## src/rtl/prco_uart_tx.sv

```systemverilog
// Buffered 8N1 UART transmitter: a small byte FIFO feeds a four-state serialiser.
// The line idles high, and queued frames are sent back-to-back with no idle gap.
module prco_uart_tx #(
  parameter int CLKS_PER_BIT = 434,
  parameter int FIFO_DEPTH   = 4
) (
  input  logic                          clk,
  input  logic                          reset,
  input  logic [7:0]                    i_data,
  input  logic                          i_valid,
  output logic                          o_ready,
  output logic                          o_tx,
  output logic                          o_busy,
  output logic [$clog2(FIFO_DEPTH):0]   o_fifo_count
);

  localparam int PW = $clog2(FIFO_DEPTH);
  localparam int CW = PW + 1;

  typedef enum logic [1:0] {IDLE, START, DATA, STOP} state_t;

  state_t          state, state_nxt;
  logic [15:0]     baud_cnt, baud_nxt;
  logic [2:0]      bit_cnt, bit_nxt;
  logic [7:0]      shift, shift_nxt;
  logic [7:0]      mem [FIFO_DEPTH];
  logic [PW-1:0]   wr_ptr, rd_ptr;
  logic [CW-1:0]   count;
  logic            push, pop, bit_done;

  // o_ready comes from the registered count, so a full FIFO refuses a push
  // even when a pop happens on the same edge.
  assign o_ready      = (count != CW'(FIFO_DEPTH));
  assign push         = i_valid && o_ready;
  assign bit_done     = (baud_cnt == 16'(CLKS_PER_BIT - 1));
  assign o_busy       = (state != IDLE) || (count != '0);
  assign o_fifo_count = count;

  always_comb begin
    // NOTE: every output of this block gets a default first, so no path leaves one unassigned and no latch is inferred.
    state_nxt = state;
    baud_nxt  = baud_cnt + 16'd1;
    bit_nxt   = bit_cnt;
    shift_nxt = shift;
    pop       = 1'b0;
    o_tx      = 1'b1;
    case (state)
      IDLE: begin
        baud_nxt = '0;
        if (count != '0) begin
          pop       = 1'b1;
          shift_nxt = mem[rd_ptr];
          bit_nxt   = '0;
          state_nxt = START;
        end
      end
      START: begin
        o_tx = 1'b0;
        if (bit_done) begin
          baud_nxt  = '0;
          state_nxt = DATA;
        end
      end
      DATA: begin
        o_tx = shift[0];
        if (bit_done) begin
          baud_nxt  = '0;
          shift_nxt = shift >> 1;
          bit_nxt   = bit_cnt + 3'd1;
          if (bit_cnt == 3'd7) state_nxt = STOP;
        end
      end
      STOP: begin
        if (bit_done) begin
          baud_nxt = '0;
          // Chain straight into the next start bit when more bytes are waiting.
          if (count != '0) begin
            pop       = 1'b1;
            shift_nxt = mem[rd_ptr];
            bit_nxt   = '0;
            state_nxt = START;
          end else begin
            state_nxt = IDLE;
          end
        end
      end
      default: state_nxt = IDLE;
    endcase
  end

  // NOTE: sequential state uses non-blocking assignments so every register samples pre-edge values.
  always_ff @(posedge clk) begin
    if (reset) begin
      state    <= IDLE;
      baud_cnt <= '0;
      bit_cnt  <= '0;
      shift    <= '0;
      wr_ptr   <= '0;
      rd_ptr   <= '0;
      count    <= '0;
    end else begin
      state    <= state_nxt;
      baud_cnt <= baud_nxt;
      bit_cnt  <= bit_nxt;
      shift    <= shift_nxt;
      if (push) wr_ptr <= wr_ptr + PW'(1);
      if (pop)  rd_ptr <= rd_ptr + PW'(1);
      count    <= count + CW'(push) - CW'(pop);
    end
  end

  // NOTE: the FIFO storage has no reset; the pointers and count alone decide which entries are valid.
  always_ff @(posedge clk) begin
    if (push) mem[wr_ptr] <= i_data;
  end

endmodule

```

## config.mk

```make
export PLATFORM = sky130hd
export DESIGN_NAME = prco_uart_tx
export DESIGN_NICKNAME = d
export VERILOG_FILES = /design/src/rtl/prco_uart_tx.sv
export SDC_FILE = /design/constraint.sdc
export NUM_CORES = 1
export LEC_CHECK = 0
export ABC_AREA = 1
export BUFFER_PORTS_ARGS = -buffer_cell sky130_fd_sc_hd__buf_2
export CORE_MARGIN = 1.5
export CORE_UTILIZATION = 38
export DETAILED_ROUTE_END_ITERATION = 10
export GPL_ROUTABILITY_DRIVEN = 0
export PLACE_DENSITY = 0.57
export SYNTH_ARGS = -nofsm -noshare
export SYNTH_HDL_FRONTEND = slang
export SYNTH_SLANG_ARGS = --single-unit
```

## constraint.sdc

```tcl
create_clock -name clk -period 6.3 [get_ports clk]
set_input_delay 0 -clock clk [delete_from_list [all_inputs] [get_ports clk]]
set_output_delay 0 -clock clk [all_outputs]
set_load 0.01 [all_outputs]
```

==> flow_summary.toml <==
[status]
status = "finished, final reports clean"

[clock_network]
clock-sinks = 70
post_cts_resized = 0
cts.clk_slew.worst_paths_ns = 0.08
h-tree-depth = 3
cts_tree = "built"
clock_latency_ns = 0.35
root_buffer = "clkbuf_8"
clockBufferDepth = 2
cts_buffers = 9

[logic_synthesis]
synth_fa_ha_area_share_pct = 6.71
synth_xor_area_share_pct = 1.33
muxShareOfSynthArea_pct = 0
syn_area_mm2 = 0.00328
synth-simple-area-share_pct = 24.0
synth-compound-area-share_pct = 8.62
syn_inst = 395
syn_nets = 423
seq_area_frac_synth_pct = 52.5
yosys_warnings = 0
synth-edff-count = 32
ys_types = 29
async_flop_share_pct = 0
syn_avg_cell_area_um2 = 8.31
synth_seq_cells = 70
synth_flop_cell = "dfxtp_1"
synth_top_family_by_area = "simple AND/OR/NAND/NOR gates"

[critical_path]
arrival_ns = 2.43
worstPathMaxFanout = 6
crit_type = "flop to flop"
crit_chain = "ha_1 -> inv_1 -> a21oi_1 -> nand3_1 -> a21oi_1 -> ha_1 -> inv_1 -> ha_1 -> fa_1 -> o21ai_0 -> a21oi_1"
endpoint_kind = "flop"
cp_slowest_cell = "dfxtp_1"
critPathLaunchType = "flop"
crit_required_ns = 6.55
cpPeakStageDelay_ns = 0.45

[timing]
finalClockSkew_ns = 0.0108
fin_crit_ns = 2.19
maxSlewViolCount = 0
setup_violations = 0
fin_tns_setup_ns = 0
layout_setup_ws_ns = 4.11
finalCritPeriodShare_pct = 34.7
hold_viol = 0
relSlewSlack_pct = 47.1
rsz0062_at_grt = "no"
tightest_slew_ns = 0.791
max_freq_ghz = 0.457

[layout]
final_core_util_pct = 45.2
diodes = 0
layout_common_cells = "nand2_1 (81), nor2_1 (77), inv_1 (42), dfxtp_1 (38), edfxtp_1 (32)"
drive_gt1_share_pct = 11.0
fill_cells = 784
final_common_cell = "nand2_1"
syn_to_final_growth_pct = 14.3
final_nets = 449

[run]
max_cap_viol_count = 0

[pwr]
seqPwrFrac_pct = 40.4
intPower_w = 0.000948
p_switching_w = 0.000547
combPwrFrac_pct = 32.7
p_per_area_mw_per_mm2 = 398
power_frac_clock_pct = 26.9
irDropWorstVdd_v = 0.000129
power.leakage_nw = 1.53
netSwitchingFraction_pct = 36.6

[routing]
drtIter0Drc = 94
routed_wirelength_mm = 6.23
wl_per_cell_um = 11.7
dr_total_vias = 2462
via_per_inst = 4.64
drt_first_pass_iters = 4
ant_nets = 0
drc = 0

[die]
num_rows = 33
die_w_um = 95.9
fp.dieH_um = 95.9
coreArea_mm2 = 0.00830
ioPinCount = 17
start_util_pct = 39.5
fp.dieArea_mm2 = 0.00920

[placed_design]
place_ws_ns = 4.13
hpwlAfterDp_mm = 4.13
io_buffers = 16

[worst_hold_path]
hp-class = "input port to flop"

[grt]
grt_pass1_vias = 2222
grt_use_total_pct = 15.1
gr-total-overflow = 0
grt_pass1_wl_mm = 10.3
antenna_found_initial = 0
grt_max_degree = 21
-- logic make-up after synthesis --
group / after synthesis
compound gates: 55
fa+ha+maj: 17
xor+xnor: 5
buf+inv: 56
flops: 70
simple gates: 192
-- Yosys cell counts (2+ instances only) --
cell type	instances	area share [%]
a21oi_1	22	3.4
buf_2	5	0.76
clkbuf_1	3	0.34
dfxtp_1	38	23
edfxtp_1	32	29
ha_1	16	6.1
inv_1	42	4.8
inv_2	3	0.34
nand2_1	81	9.3
nand2_2	3	0.57
nand3_1	14	2.1
nand4_1	2	0.38
nor2_1	77	8.8
nor3_1	4	0.61
o21ai_0	23	3.5
o21ai_1	7	1.1
o21bai_1	2	0.46
or2_2	7	1.3
xnor2_1	3	0.80
xor2_1	2	0.53
-- final cells by class --
class	instances	area [um2]	share of cell area, %
clock buffers	9	124	3.30
flip-flops and latches	70	1720	45.9
multi-input cells	269	1340	35.6
inverters	46	173	4.60
well taps	105	131	3.50
clock inverters	7	97.6	2.60
repair buffers	25	170	4.53
-- registers in the layout, summed over array words and instances, names as in the netlist, named ones only --
name,cells
baud_cnt,16
bit_cnt,3
o_fifo_count,3
rd_ptr,2
mem,32
wr_ptr,2
shift,8
state,2
-- path summary, 6_finish.rpt --
check        slack (ns)  cells past startpoint                          to                    from
max                4.11                     11  o_fifo_count[2]$_SDFF_PP0_   state[0]$_SDFFE_PP0P_
min                0.15                      3      wr_ptr[1]$_SDFFE_PP0P_                 i_valid
min reg2reg        0.48                      1      baud_cnt[0]$_SDFF_PP0_  baud_cnt[0]$_SDFF_PP0_
max reg2reg        4.11                     11  o_fifo_count[2]$_SDFF_PP0_   state[0]$_SDFFE_PP0P_
-- repair_timing --
action                                 CTS  global route
buffers inserted                         0             0
endpoints found under the hold margin   34             0
setup endpoints to repair                0             0
hold buffers                             9             0
-- stage by stage --
stage / hold slack [ns] / instances / power (W) / cell area, um2
finish: 0.153 / 531 / 0.00150 / 3750
global route: 0.196 / 531 / 0.00162 / 3750
CTS: 0.152 / 531 / 0.00151 / 3750
detailed placement: 0.215 / 506 / 0.00110 / 3440
global placement: 0.215 / 506 / 0.00109 / 3440
floorplan: 0.0712 / 395 / 0.000998 / 3280
-- power groups by stage --
| stage | logic, W | registers [W] | clock network, W |
|---|---|---|---|
| floorplan | 0.000407 | 0.000591 | 0 |
| global placement | 0.000479 | 0.000614 | 0 |
| detailed placement | 0.000487 | 0.000615 | 0 |
| CTS | 0.000496 | 0.000605 | 0.000409 |
| global route | 0.000578 | 0.000614 | 0.000427 |
| finish | 0.000489 | 0.000604 | 0.000402 |
-- per-layer routing --
metal | part of all wire [%] | vias to the layer above | GRT usage [%]
li1 | - | 1316 | -
met1 | 51 | 1109 | 19.8
met2 | 44 | 30 | 23.2
met3 | 3.9 | 7 | 4.74
met4 | 1.1 | 0 | 5.27
met5 | 0 | - | 0
-- worst max-delay path, delay by kind of cell, from the launching register on --
family / cells / cell delay (ns)
fa+ha+maj: 4 / 0.88
compound gates: 4 / 0.53
buf+inv: 2 / 0.09
flops: 1 / 0.45
simple gates: 1 / 0.12
Power figures use the tool's default switching activity.
